==> src/rtl/audio_pkg.sv <==
// Shared definitions for the tone sequencer and the audio-block interface.
package audio_pkg;

    localparam int unsigned COLOR_W  = 3;
    localparam int unsigned SYS_FREQ = 50_000_000;

    localparam logic [COLOR_W-1:0] COL_0   = 3'd0;
    localparam logic [COLOR_W-1:0] COL_1   = 3'd1;
    localparam logic [COLOR_W-1:0] COL_2   = 3'd2;
    localparam logic [COLOR_W-1:0] COL_3   = 3'd3;
    localparam logic [COLOR_W-1:0] COL_ERR = 3'd4;

    typedef enum logic [2:0] {
        INIT,
        IDLE,
        LOAD_ON,
        TONE,
        LOAD_OFF,
        GAP,
        ERR_ON,
        ERR_TONE
    } seq_state_t;

endpackage

==> src/rtl/tone_sequencer_if.sv <==
// Game-FSM <-> tone_sequencer bundle, including the audio-block drive lines.
// TONE_SEQ_ERROR_TONE_EN adds the err_req request line.
interface tone_sequencer_if;
    import audio_pkg::*;

    logic               push;
    logic [COLOR_W-1:0] push_color;
    logic               full;
    logic               empty;
    logic               start;
    logic               abort;
    logic               busy;
    logic               done;
    logic               play_audio;
    logic [COLOR_W-1:0] color;
    logic               on_off;
`ifdef TONE_SEQ_ERROR_TONE_EN
    logic               err_req;
`endif

    modport master (
        output push, push_color, start, abort,
`ifdef TONE_SEQ_ERROR_TONE_EN
        output err_req,
`endif
        input  full, empty, busy, done, play_audio, color, on_off
    );

    modport slave (
        input  push, push_color, start, abort,
`ifdef TONE_SEQ_ERROR_TONE_EN
        input  err_req,
`endif
        output full, empty, busy, done, play_audio, color, on_off
    );

endinterface

==> src/rtl/tone_sequencer_fifo.sv <==
// color_fifo: DEPTH x COLOR_W synchronous FIFO with flush; pointers carry one
// extra wrap bit so full/empty are distinguished without a counter.
module color_fifo
    import audio_pkg::*;
#(
    parameter int unsigned DEPTH = 16
) (
    input  logic               clock,
    input  logic               reset,
    input  logic               push,
    input  logic [COLOR_W-1:0] push_data,
    input  logic               pop,
    input  logic               flush,
    output logic [COLOR_W-1:0] head,
    output logic               full,
    output logic               empty
);

    localparam int unsigned AW = $clog2(DEPTH);

    logic [AW:0]        wr_ptr;
    logic [AW:0]        rd_ptr;
    logic [COLOR_W-1:0] mem [DEPTH];
    logic               wr_en;
    logic               rd_en;

    assign empty = (wr_ptr == rd_ptr);
    assign full  = (wr_ptr[AW] != rd_ptr[AW]) && (wr_ptr[AW-1:0] == rd_ptr[AW-1:0]);
    assign head  = mem[rd_ptr[AW-1:0]];
    assign wr_en = push && !full && !flush;
    assign rd_en = pop && !empty && !flush;

    always_ff @(posedge clock or posedge reset) begin
        if (reset) begin
            wr_ptr <= '0;
            rd_ptr <= '0;
        end else if (flush) begin
            wr_ptr <= '0;
            rd_ptr <= '0;
        end else begin
            if (wr_en) wr_ptr <= wr_ptr + 1'b1;
            if (rd_en) rd_ptr <= rd_ptr + 1'b1;
        end
    end

    always_ff @(posedge clock) begin
        if (wr_en) mem[wr_ptr[AW-1:0]] <= push_data;
    end

endmodule

==> src/rtl/tone_sequencer.sv <==
// Plays queued Simon colours as timed on/off strobes into the audio block.
// Optional error tone enabled by defining TONE_SEQ_ERROR_TONE_EN.
module tone_sequencer
    import audio_pkg::*;
#(
    parameter int unsigned DEPTH       = 16,
    parameter int unsigned TONE_CYCLES = 25_000_000,
    parameter int unsigned GAP_CYCLES  = 5_000_000,
    parameter int unsigned CNT_W       = 26,
    parameter int unsigned ERR_CYCLES  = 50_000_000
) (
    input logic             clock,
    input logic             reset,
    tone_sequencer_if.slave bus
);

    seq_state_t         state;
    logic [CNT_W-1:0]   timer;
    logic               play_r;
    logic               on_off_r;
    logic [COLOR_W-1:0] color_r;
    logic               busy_r;
    logic               done_r;

    logic               fifo_full;
    logic               fifo_empty;
    logic [COLOR_W-1:0] head;
    logic               push_ok;
    logic               err_go;
    logic               abort_go;
    logic               flush;
    logic               start_go;
    logic               next_go;
    logic               pop;
    logic               expired;

    function automatic logic [CNT_W-1:0] load_value(input seq_state_t s);
        case (s)
            LOAD_ON:  return CNT_W'(TONE_CYCLES - 1);
            LOAD_OFF: return CNT_W'(GAP_CYCLES - 1);
            ERR_TONE: return CNT_W'(ERR_CYCLES - 1);
            default:  return '0;
        endcase
    endfunction

`ifdef TONE_SEQ_ERROR_TONE_EN
    assign err_go = bus.err_req && (state != INIT) && (state != ERR_ON) && (state != ERR_TONE);
`else
    assign err_go = 1'b0;
`endif

    assign expired  = (timer == '0);
    assign push_ok  = bus.push && (bus.push_color <= COL_3);
    assign abort_go = bus.abort && (state != INIT) && (state != IDLE) && !err_go;
    assign flush    = (bus.abort && (state != INIT)) || err_go;
    // A trailing silence strobe leaves play_r high in IDLE; start waits a cycle
    // so play_audio is never asserted twice in a row.
    assign start_go = (state == IDLE) && bus.start && !fifo_empty && !play_r
                      && !bus.abort && !err_go;
    assign next_go  = (state == GAP) && expired && !fifo_empty && !bus.abort && !err_go;
    assign pop      = start_go || next_go;

    color_fifo #(.DEPTH(DEPTH)) u_fifo (
        .clock     (clock),
        .reset     (reset),
        .push      (push_ok),
        .push_data (bus.push_color),
        .pop       (pop),
        .flush     (flush),
        .head      (head),
        .full      (fifo_full),
        .empty     (fifo_empty)
    );

    always_ff @(posedge clock or posedge reset) begin
        if (reset) begin
            state    <= INIT;
            timer    <= '0;
            play_r   <= 1'b0;
            on_off_r <= 1'b0;
            color_r  <= '0;
            busy_r   <= 1'b0;
            done_r   <= 1'b0;
        end else begin
            play_r <= 1'b0;
            done_r <= 1'b0;
            if (timer != '0) timer <= timer - 1'b1;

`ifdef TONE_SEQ_ERROR_TONE_EN
            if (err_go) begin
                busy_r <= 1'b1;
                if (play_r) begin
                    state <= ERR_ON;
                end else begin
                    play_r   <= 1'b1;
                    on_off_r <= 1'b1;
                    color_r  <= COL_ERR;
                    timer    <= load_value(ERR_TONE);
                    state    <= ERR_TONE;
                end
            end else
`endif
            // An abort landing on a strobe cycle cannot strobe again next cycle:
            // an on strobe is silenced via INIT one cycle later, an off strobe needs nothing.
            if (abort_go) begin
                if (!play_r) begin
                    play_r   <= 1'b1;
                    on_off_r <= 1'b0;
                    state    <= IDLE;
                end else if (on_off_r) begin
                    state <= INIT;
                end else begin
                    state <= IDLE;
                end
            end else begin
                case (state)
                    INIT: begin
                        play_r   <= 1'b1;
                        on_off_r <= 1'b0;
                        color_r  <= COL_0;
                        state    <= IDLE;
                    end
                    IDLE: begin
                        busy_r <= 1'b0;
                        if (start_go) begin
                            busy_r   <= 1'b1;
                            play_r   <= 1'b1;
                            on_off_r <= 1'b1;
                            color_r  <= head;
                            timer    <= load_value(LOAD_ON);
                            state    <= LOAD_ON;
                        end
                    end
                    LOAD_ON: state <= TONE;
                    TONE: begin
                        if (expired) begin
                            play_r   <= 1'b1;
                            on_off_r <= 1'b0;
                            timer    <= load_value(LOAD_OFF);
                            state    <= LOAD_OFF;
                        end
                    end
                    LOAD_OFF: state <= GAP;
                    GAP: begin
                        if (expired) begin
                            if (next_go) begin
                                play_r   <= 1'b1;
                                on_off_r <= 1'b1;
                                color_r  <= head;
                                timer    <= load_value(LOAD_ON);
                                state    <= LOAD_ON;
                            end else begin
                                done_r <= 1'b1;
                                state  <= IDLE;
                            end
                        end
                    end
`ifdef TONE_SEQ_ERROR_TONE_EN
                    ERR_ON: begin
                        play_r   <= 1'b1;
                        on_off_r <= 1'b1;
                        color_r  <= COL_ERR;
                        timer    <= load_value(ERR_TONE);
                        state    <= ERR_TONE;
                    end
                    ERR_TONE: begin
                        if (expired) begin
                            play_r   <= 1'b1;
                            on_off_r <= 1'b0;
                            state    <= IDLE;
                        end
                    end
`endif
                    default: state <= IDLE;
                endcase
            end
        end
    end

    assign bus.full       = fifo_full;
    assign bus.empty      = fifo_empty;
    assign bus.busy       = busy_r;
    assign bus.done       = done_r;
    assign bus.play_audio = play_r;
    assign bus.color      = color_r;
    assign bus.on_off     = on_off_r;

endmodule

==> src/flat_wrapper.sv <==
// flat-port wrapper written by rule: the top's interface ports become plain ports
module tone_sequencer_flat import audio_pkg::*;
#(
    parameter int unsigned DEPTH       = 16,
    parameter int unsigned TONE_CYCLES = 25_000_000,
    parameter int unsigned GAP_CYCLES  = 5_000_000,
    parameter int unsigned CNT_W       = 26,
    parameter int unsigned ERR_CYCLES  = 50_000_000
)
  (clock, reset, bus_push, bus_push_color, bus_start, bus_abort, bus_full, bus_empty, bus_busy, bus_done, bus_play_audio, bus_color, bus_on_off);
  tone_sequencer_if bus_i ();
  input logic clock;
  input logic reset;
  input wire logic [$bits(bus_i.push)-1:0] bus_push;
  input wire logic [$bits(bus_i.push_color)-1:0] bus_push_color;
  input wire logic [$bits(bus_i.start)-1:0] bus_start;
  input wire logic [$bits(bus_i.abort)-1:0] bus_abort;
  output wire logic [$bits(bus_i.full)-1:0] bus_full;
  output wire logic [$bits(bus_i.empty)-1:0] bus_empty;
  output wire logic [$bits(bus_i.busy)-1:0] bus_busy;
  output wire logic [$bits(bus_i.done)-1:0] bus_done;
  output wire logic [$bits(bus_i.play_audio)-1:0] bus_play_audio;
  output wire logic [$bits(bus_i.color)-1:0] bus_color;
  output wire logic [$bits(bus_i.on_off)-1:0] bus_on_off;
  assign bus_i.push = bus_push;
  assign bus_i.push_color = bus_push_color;
  assign bus_i.start = bus_start;
  assign bus_i.abort = bus_abort;
  assign bus_full = bus_i.full;
  assign bus_empty = bus_i.empty;
  assign bus_busy = bus_i.busy;
  assign bus_done = bus_i.done;
  assign bus_play_audio = bus_i.play_audio;
  assign bus_color = bus_i.color;
  assign bus_on_off = bus_i.on_off;
  tone_sequencer #(.DEPTH(DEPTH), .TONE_CYCLES(TONE_CYCLES), .GAP_CYCLES(GAP_CYCLES), .CNT_W(CNT_W), .ERR_CYCLES(ERR_CYCLES)) u_core (.clock(clock), .reset(reset), .bus(bus_i));
endmodule
==> config.mk <==
export PLATFORM = sky130hd
export DESIGN_NAME = tone_sequencer_flat
export DESIGN_NICKNAME = d
export VERILOG_FILES = /design/src/rtl/audio_pkg.sv /design/src/rtl/tone_sequencer_if.sv /design/src/rtl/tone_sequencer_fifo.sv /design/src/rtl/tone_sequencer.sv /design/src/flat_wrapper.sv
export SDC_FILE = /design/constraint.sdc
export NUM_CORES = 1
export LEC_CHECK = 0
export CAP_MARGIN = 20
export CORE_MARGIN = 2
export CORE_UTILIZATION = 66
export CTS_CLUSTER_DIAMETER = 40
export DETAILED_ROUTE_END_ITERATION = 8
export PLACE_DENSITY = 0.92
export SLEW_MARGIN = 20
export SYNTH_ARGS = -nofsm -noshare
export SYNTH_HDL_FRONTEND = slang
export SYNTH_HIERARCHICAL = 1
export SYNTH_SLANG_ARGS = --single-unit
==> constraint.sdc <==
create_clock -name clock -period 9.33 [get_ports clock]
set_input_delay 1.3995 -clock clock [delete_from_list [all_inputs] [get_ports clock]]
set_output_delay 1.3995 -clock clock [all_outputs]
set_load 0.005 [all_outputs]
==> results of run 1 <==
worst max-delay path, stage by stage, from the launching register on:
cell	delay (ns)
dfrtp_1	0.98
xnor2_1	0.25
and4_1	0.42
nand2_1	0.16
inv_1	0.27
clkdlybuf4s50_1	0.56
Yosys cell counts, types with 3 or more instances:
cell       instances
edfxtp_1          48
dfrtp_1           46
nand2_1           35
nor2_1            25
a21oi_1           23
inv_1             20
o21ai_0           20
nor3_1            19
mux4_2            12
nor4_1            12
nand3_1           11
clkbuf_1          10
ha_1               9
nor2b_1            9
or3_1              9
o31ai_1            8
mux2i_1            7
nand4_1            7
xor2_1             7
buf_6              5
mux2_2             5
o2111ai_1          5
or4_1              5
a211oi_1           4
buf_2              4
nand2b_1           4
o211ai_1           4
xnor2_1            4
a21o_1             3
and2_1             3
and3_1             3
buf_4              3
nor4_4             3
o22ai_1            3
o41ai_1            3
or2_2              3
sequential cells by signal (all words and copies together), names as in the netlist:
| signal | count |
|---|---|
| u_core/bus.busy | 1 |
| u_core/bus.color | 3 |
| u_core/u_fifo/rd_ptr | 5 |
| u_core/timer | 26 |
| u_core/bus.done | 1 |
| u_core/u_fifo/mem | 48 |
| u_core/bus.on_off | 1 |
| u_core/state | 3 |
| u_core/bus.play_audio | 1 |
| u_core/u_fifo/wr_ptr | 5 |
logic make-up (layout without fill, tap and decap cells):
kind of cell | after synthesis | after routing | synth area share
fa+ha+maj | 9 | 9 | 0.02218
compound gates | 95 | 95 | 0.1257
flops | 94 | 94 | 0.5106
mux | 25 | 25 | 0.08107
simple gates | 167 | 167 | 0.1934
xor+xnor | 12 | 12 | 0.02218
buf+inv | 46 | 56 | 0.04485
cell usage in the layout (no fill, tap or decap), types with 4 or more instances in the layout:
master | netlist | layout
dfrtp_1 | 46 | 46
or4_1 | 5 | 5
nor2b_1 | 9 | 9
xnor2_1 | 4 | 4
ha_1 | 9 | 9
nor4_1 | 12 | 12
o2111ai_1 | 5 | 5
inv_1 | 20 | 20
a211oi_1 | 4 | 4
edfxtp_1 | 48 | 48
nor3_1 | 19 | 19
clkbuf_8 | 0 | 9
o21ai_0 | 20 | 20
or3_1 | 9 | 9
nand3_1 | 11 | 11
nand2_1 | 35 | 35
o211ai_1 | 4 | 4
o31ai_1 | 8 | 8
clkdlybuf4s50_1 | 0 | 16
a21oi_1 | 23 | 23
nand2b_1 | 4 | 4
mux2i_1 | 7 | 7
mux2_2 | 5 | 5
nand4_1 | 7 | 7
mux4_2 | 12 | 12
nor2_1 | 25 | 25
xor2_1 | 7 | 7
layer usage:
metal  GRT usage  wire length [um]  up-vias
li1            -                 -     1705
met1      0.3817              4528     1796
met2      0.4400              5439      209
met3     0.06820               963       32
met4     0.09950               316        0
met5           0                 0        -
power breakdown:
part | switching (uW) | internal [uW]
clock | 155 | 103
sequential | 72.2 | 485
combinational | 213 | 157
worst paths after layout:
check,startpoint,end,slack [ns],depth (start not counted)
worst max-delay path,u_core/u_fifo/rd_ptr[0],bus_empty,4.90,5
worst min-delay path,u_core/bus.busy,u_core/bus.busy,0.53,2
worst max register to register,u_core/u_fifo/rd_ptr[0],u_core/u_fifo/rd_ptr[3],5.19,11
worst min register to register,u_core/bus.busy,u_core/bus.busy,0.53,2
max in group asynchronous,reset,u_core/timer[19],7.52,3
min in group asynchronous,reset,u_core/u_fifo/wr_ptr[3],1.32,2
final cells by class:
class	count	area [um2]	share of cell area
clock buffer	9	123.9	0.02286
clock inverter	7	62.56	0.01155
inverter	22	82.58	0.01524
multi-input combinational	308	2257	0.4166
sequential	94	2592	0.4785
tap	99	123.9	0.02286
timing repair buffer	18	175.2	0.03233
metrics by stage:
step	total power, uW	hold WS (ns)	instance area (um2)	instances	setup WS (ns)
global route	1245	0.5465	5418	557	4.725
CTS	1183	0.5312	5418	557	4.892
floorplan	821.7	0.4961	5077	448	6.034
detailed placement	922.8	0.5104	5231	541	4.877
finish	1186	0.5301	5418	557	4.902
global placement	901.8	0.4994	5231	541	4.960
==> flow_metrics.env, run 1 <==
export IMPL_start_util=0.6890
export IMPL_synth_cell_types=73
export IMPL_synthArstFlopShare=0.4894
export IMPL_cts_tree="yes"
export IMPL_port_buffers=16
export IMPL_core_area_um2=7370
export IMPL_setup_worst_path_class="reg -> out"
export IMPL_grtUsageTotal=0.2790
export IMPL_post_cts_setup_buffer_count=0
export IMPL_critPathRequiredTime_ns=7.93
export IMPL_die_x_um=91.71
export IMPL_dpl_hpwl_um=7680
export IMPL_htreeDepth=3
export IMPL_synth_top_area_share=0.2839
export IMPL_synthCells=448
export IMPL_dr_pass1_iters=5
export IMPL_worst_pin_slew_ns=0.9627
export IMPL_pin_count=17
export IMPL_grt_pass1_vias=3644
export IMPL_wire_per_inst_um=20.19
export IMPL_setup_tns_ns=0
export IMPL_period_needed_ns=4.428
export IMPL_setup_viol=0
export IMPL_peakVddDrop_v=0.0001414
export IMPL_syn_nets=465
export IMPL_ant_nets=0
export IMPL_synth_ff_type="edfxtp_1"
export IMPL_min_path_type="reg -> reg"
export IMPL_cp_end_kind="output port"
export IMPL_cp_arrival_ns=3.03
export IMPL_viasPerCell=6.718
export IMPL_cts_clk_slew_worst_paths_ns=0.10
export IMPL_status="finished clean"
export IMPL_nets=470
export IMPL_synth_largest_area_cell="edfxtp_1"
export IMPL_final_period_utilization=0.4746
export IMPL_leakage_uw=0.001930
export IMPL_die_h_um=91.71
export IMPL_drcViolationCount=0
export IMPL_synth_area_leaders="edfxtp_1 (28%), dfrtp_1 (23%), mux4_2 (5.3%)"
export IMPL_syn_area_per_cell_um2=11.33
export IMPL_synth_edff_count=48
export IMPL_hold_buffers=0
export IMPL_root_buffer="clkbuf_8"
export IMPL_fmax_mhz=225.9
export IMPL_num_rows=31
export IMPL_totalWireLength_um=11250
export IMPL_grt_start_max_net_pins=37
export IMPL_cts_path_max_buffers=2
export IMPL_n_fill_cell=479
export IMPL_drive_gt1_frac=0.1310
export IMPL_numCtsBuffers=9
export IMPL_power_density_nw_per_um2=219.0
export IMPL_rsz0062_at_grt="false"
export IMPL_overflow=0
export IMPL_final_max_slew_viol_count=0
export IMPL_synth_area_um2=5077
export IMPL_ys_ff_latch=94
export IMPL_place_congestion=0.9049
export IMPL_ys_warn_count=6
export IMPL_drtIter0Drc=409
export IMPL_antenna_cells=0
export IMPL_finClkSkew_ns=0.01086
export IMPL_die_area_um2=8411
export IMPL_drv_cap=0
export IMPL_worstPathMaxFanout=17
export IMPL_grt_pass1_wl_um=18390
export IMPL_yosysSeqAreaShare=0.5106
export IMPL_critPathLaunchType="flop"
export IMPL_clock_sinks=94
export IMPL_vias=3742
export IMPL_antenna_found_initial=0
export IMPL_cts_resized=0
export IMPL_slew_headroom=0.3582
export IMPL_syn2layout_area_growth_pct=6.703
export IMPL_finalHoldViolations=0
export IMPL_clock_latency_ns=0.37
export IMPL_utilization=0.7351
Note: power is estimated with default switching activity, not from simulation.
==> run 2, diff against run 1 <==
CORE_UTILIZATION = 61   (was 66)
PLACE_DENSITY = 0.86   (was 0.92)
clock period = 4.08 ns   (was 9.33 ns; I/O delays follow)
==> flow_metrics.env, run 2 (synthesis results as in run 1) <==
export IMPL_status="finished clean"
export IMPL_fmax_mhz=275.3
export IMPL_drive_gt1_frac=0.1441
export IMPL_root_buffer="clkbuf_8"
export IMPL_drcViolationCount=0
export IMPL_utilization=0.6751
export IMPL_setup_tns_ns=0
export IMPL_critPathLaunchType="flop"
export IMPL_clock_sinks=94
export IMPL_cp_end_kind="flop"
export IMPL_antenna_found_initial=0
export IMPL_leakage_uw=0.001972
export IMPL_totalWireLength_um=10760
export IMPL_slew_headroom=0.4410
export IMPL_numCtsBuffers=9
export IMPL_place_congestion=0.9048
export IMPL_post_cts_setup_buffer_count=0
export IMPL_worst_pin_slew_ns=0.8297
export IMPL_drv_cap=0
export IMPL_seqPwrFrac=0.452
export IMPL_die_area_um2=9070
export IMPL_dp_slack_ns=0.5719
export IMPL_die_x_um=95.24
export IMPL_ant_nets=0
export IMPL_cp_arrival_ns=3.91
export IMPL_drtIter0Drc=304
export IMPL_setup_viol=0
export IMPL_peakVddDrop_v=0.0002918
export IMPL_final_max_slew_viol_count=0
export IMPL_pin_count=17
export IMPL_finalHoldViolations=0
export IMPL_min_path_type="reg -> reg"
export IMPL_vias=3744
export IMPL_clock_latency_ns=0.39
export IMPL_critPathRequiredTime_ns=4.35
export IMPL_setup_worst_path_class="reg -> reg"
export IMPL_finClkSkew_ns=0.02062
export IMPL_p_int_uw=1727
export IMPL_overflow=0
export IMPL_netSwitchingFraction=0.3713
export IMPL_switchingPower_uw=1020
export IMPL_die_h_um=95.24
export IMPL_grt_pass1_wl_um=17740
export IMPL_cts_tree="yes"
export IMPL_core_area_um2=8134
export IMPL_hold_buffers=0
export IMPL_start_util=0.6242
export IMPL_final_cell_area_um2=5492
export IMPL_fin_ws_ns=0.4477
export IMPL_final_period_utilization=0.8903
export IMPL_port_buffers=16
export IMPL_dr_pass1_iters=5
export IMPL_power_frac_comb=0.318
export IMPL_placed_area_um2=5291
export IMPL_rsz0062_at_grt="false"
export IMPL_final_common_cell="edfxtp_1"
export IMPL_worstPathMaxFanout=14
export IMPL_syn2layout_area_growth_pct=8.157
export IMPL_nets=477
export IMPL_antenna_cells=0
export IMPL_cts_clk_slew_worst_paths_ns=0.11
export IMPL_cts_path_max_buffers=2
export IMPL_htreeDepth=3
export IMPL_power_density_nw_per_um2=500.1
export IMPL_largest_register_ffs=48
export IMPL_viasPerCell=6.568
export IMPL_grt_start_max_net_pins=37
export IMPL_num_rows=33
export IMPL_final_cell_mix="edfxtp_1 (48), dfrtp_1 (46), nand2_1 (35), nor2_1 (25), a21oi_1 (23)"
export IMPL_grt_pass1_vias=3541
export IMPL_p_clk_frac=0.229
export IMPL_period_needed_ns=3.632
export IMPL_cts_resized=0
export IMPL_grtUsageTotal=0.2568
export IMPL_dpl_hpwl_um=7346
export IMPL_wire_per_inst_um=18.88
export IMPL_power_uw=2746
run 2: power by group through the flow:
stage          Combinational, uW  Sequential, uW  Clock, uW
4_1_cts                      868            1240        638
3_3_place_gp                 825            1250          0
2_1_floorplan                662            1220          0
6_report                     874            1240        630
5_1_grt                      963            1260        679
3_5_place_dp                 859            1260          0
run 2: per-layer routing:
layer  global-route usage  vias to the layer above  part of all wire
met4              0.09058                        0             0.026
met1               0.3635                     1867              0.45
li1                     -                     1731                 -
met3              0.04901                       30             0.053
met5                    0                        -                 0
met2               0.4002                      116              0.47
run 2: path summary, 6_finish.rpt:
check / from / end / slack, ns / cells after the start
setup / recovery: u_core/u_fifo/wr_ptr[3] / u_core/u_fifo/rd_ptr[3] / 0.45 / 11
hold / removal: u_core/bus.busy / u_core/bus.busy / 0.53 / 2
setup reg to reg: u_core/u_fifo/wr_ptr[3] / u_core/u_fifo/rd_ptr[3] / 0.45 / 11
hold reg to reg: u_core/bus.busy / u_core/bus.busy / 0.53 / 2
max in group asynchronous: reset / u_core/timer[13] / 3.08 / 3
min in group asynchronous: reset / u_core/u_fifo/wr_ptr[3] / 0.54 / 2
run 2: stage by stage:
| step | hold slack [ns] | cells |
|---|---|---|
| final | 0.5297 | 570 |
| after global routing | 0.5776 | 570 |
| after CTS | 0.5347 | 570 |
| after detailed placement | 0.5089 | 554 |
| after global placement | 0.4961 | 554 |
| after floorplan | 0.4522 | 448 |
run 2: layout make-up:
| class | instances | area (um2) |
|---|---|---|
| sequential | 94 | 2592 |
| multi-input combinational | 308 | 2257 |
| inverter | 22 | 82.58 |
| clock buffer | 9 | 123.9 |
| tap | 105 | 131.4 |
| timing repair buffer | 25 | 227.7 |
| clock inverter | 7 | 76.32 |
| fill | 589 | 2643 |
run 2: critical path, cell delays in order, from the launching register on:
cell     delay, ns
dfrtp_1       0.63
xnor2_1       0.18
and4_1        0.31
nand2_1       0.12
inv_1         0.13
or4b_1        0.71
nor3_1        0.41
a31oi_2       0.17
inv_2         0.23
nand4_1       0.12
a21oi_1       0.16
mux2_2        0.35
==> run 3, diff against run 2 <==
CORE_UTILIZATION = 66   (was 61)
PLACE_DENSITY = 0.92   (was 0.86)
clock period = 4.52 ns   (was 4.08 ns; I/O delays follow)
==> flow_metrics.env, run 3 (synthesis results as in run 1) <==
export IMPL_status="finished clean"
export IMPL_fin_ws_ns=0.9146
export IMPL_min_path_type="reg -> reg"
export IMPL_port_buffers=16
export IMPL_die_area_um2=8411
export IMPL_setup_viol=0
export IMPL_cp_end_kind="flop"
export IMPL_finClkSkew_ns=0.01942
export IMPL_dp_slack_ns=1.021
export IMPL_core_area_um2=7370
export IMPL_setup_tns_ns=0
export IMPL_drtIter0Drc=272
export IMPL_cts_resized=0
export IMPL_antenna_found_initial=0
export IMPL_rsz0062_at_grt="false"
export IMPL_drv_cap=0
export IMPL_final_max_slew_viol_count=0
export IMPL_die_x_um=91.71
export IMPL_leakage_uw=0.001951
export IMPL_vias=3752
export IMPL_critPathLaunchType="flop"
export IMPL_power_density_nw_per_um2=449.6
export IMPL_root_buffer="clkbuf_8"
export IMPL_clock_sinks=94
export IMPL_numCtsBuffers=9
export IMPL_grtUsageTotal=0.2751
export IMPL_setup_worst_path_class="reg -> reg"
export IMPL_cp_arrival_ns=3.86
export IMPL_hold_buffers=0
export IMPL_grt_pass1_vias=3542
export IMPL_totalWireLength_um=10730
export IMPL_grt_pass1_wl_um=18080
export IMPL_period_needed_ns=3.605
export IMPL_num_rows=31
export IMPL_dr_pass1_iters=5
export IMPL_cts_path_max_buffers=2
export IMPL_final_cell_mix="edfxtp_1 (48), dfrtp_1 (46), nand2_1 (35), nor2_1 (25), a21oi_1 (23)"
export IMPL_worst_pin_slew_ns=0.8367
export IMPL_grt_start_max_net_pins=37
export IMPL_final_common_cell="edfxtp_1"
export IMPL_ant_nets=0
export IMPL_post_cts_setup_buffer_count=0
export IMPL_start_util=0.6890
export IMPL_pin_count=17
export IMPL_htreeDepth=3
export IMPL_viasPerCell=6.688
export IMPL_place_congestion=0.8816
export IMPL_die_h_um=91.71
export IMPL_antenna_cells=0
export IMPL_worstPathMaxFanout=14
export IMPL_drive_gt1_frac=0.1385
export IMPL_largest_register_ffs=48
export IMPL_slew_headroom=0.4401
export IMPL_syn2layout_area_growth_pct=7.491
export IMPL_clock_latency_ns=0.37
export IMPL_nets=474
export IMPL_final_period_utilization=0.7977
export IMPL_overflow=0
export IMPL_drcViolationCount=0
export IMPL_wire_per_inst_um=19.12
export IMPL_holdWs_ns=0.5276
export IMPL_peakVddDrop_v=0.0002809
export IMPL_fmax_mhz=277.4
export IMPL_cts_clk_slew_worst_paths_ns=0.11
export IMPL_cts_tree="yes"
export IMPL_dpl_hpwl_um=7691
export IMPL_finalHoldViolations=0
export IMPL_critPathRequiredTime_ns=4.78
-- run 3: changes by cell type in the layout (fill, tap and decap cells not counted) --
cell / previous run / this run
buf_4: 9 / 6
inv_8: 3 / 2
clkinvlp_4: 0 / 1
-- run 3: stage by stage --
| stage | std cells | util | cell area (um2) | total power (uW) |
|---|---|---|---|---|
| final | 561 | 0.7406 | 5458 | 2454 |
| after global routing | 561 | 0.7406 | 5458 | 2589 |
| after global placement | 545 | 0.7139 | 5261 | 1868 |
| after CTS | 561 | 0.7406 | 5458 | 2457 |
| after floorplan | 448 | - | 5077 | 1696 |
| after detailed placement | 545 | 0.7139 | 5261 | 1910 |
-- run 3: area by class of cell --
| type | count | area, um2 |
|---|---|---|
| Timing Repair Buffer | 22 | 205.2 |
| Sequential cell | 94 | 2592 |
| Fill cell | 481 | 1912 |
| Inverter | 22 | 82.58 |
| Tap cell | 99 | 123.9 |
| Multi-Input combinational cell | 308 | 2257 |
| Clock inverter | 7 | 72.57 |
| Clock buffer | 9 | 123.9 |
-- run 3: worst paths after layout --
check                      depth (start not counted)                      end               startpoint  slack, ns
setup / recovery                                  11  u_core/u_fifo/rd_ptr[4]  u_core/u_fifo/wr_ptr[3]       0.91
hold / removal                                     2          u_core/bus.busy          u_core/bus.busy       0.53
setup reg to reg                                  11  u_core/u_fifo/rd_ptr[4]  u_core/u_fifo/wr_ptr[3]       0.91
hold reg to reg                                    2          u_core/bus.busy          u_core/bus.busy       0.53
max in group asynchronous                          3         u_core/timer[15]                    reset       3.44
min in group asynchronous                          2  u_core/u_fifo/wr_ptr[0]                    reset       0.61
-- run 3: metal layers --
layer	wire length, um	global-route usage
met5	0	0
met4	180	0.09204
met3	888	0.06409
met2	5153	0.4185
met1	4505	0.3955
-- run 3: power by group --
part,internal [uW],switching (uW)
registers,1000,115
clock network,218,327
logic,331,460
total,1550,902
-- run 3: critical path, cell delays in order (launching register included) --
cell,delay [ns]
dfrtp_1,0.64
xnor2_1,0.17
and4_1,0.32
nand2_1,0.13
inv_1,0.14
or4b_1,0.70
nor3_1,0.37
a31oi_2,0.17
inv_2,0.23
nand4_1,0.12
a21oi_1,0.16
mux2_2,0.34
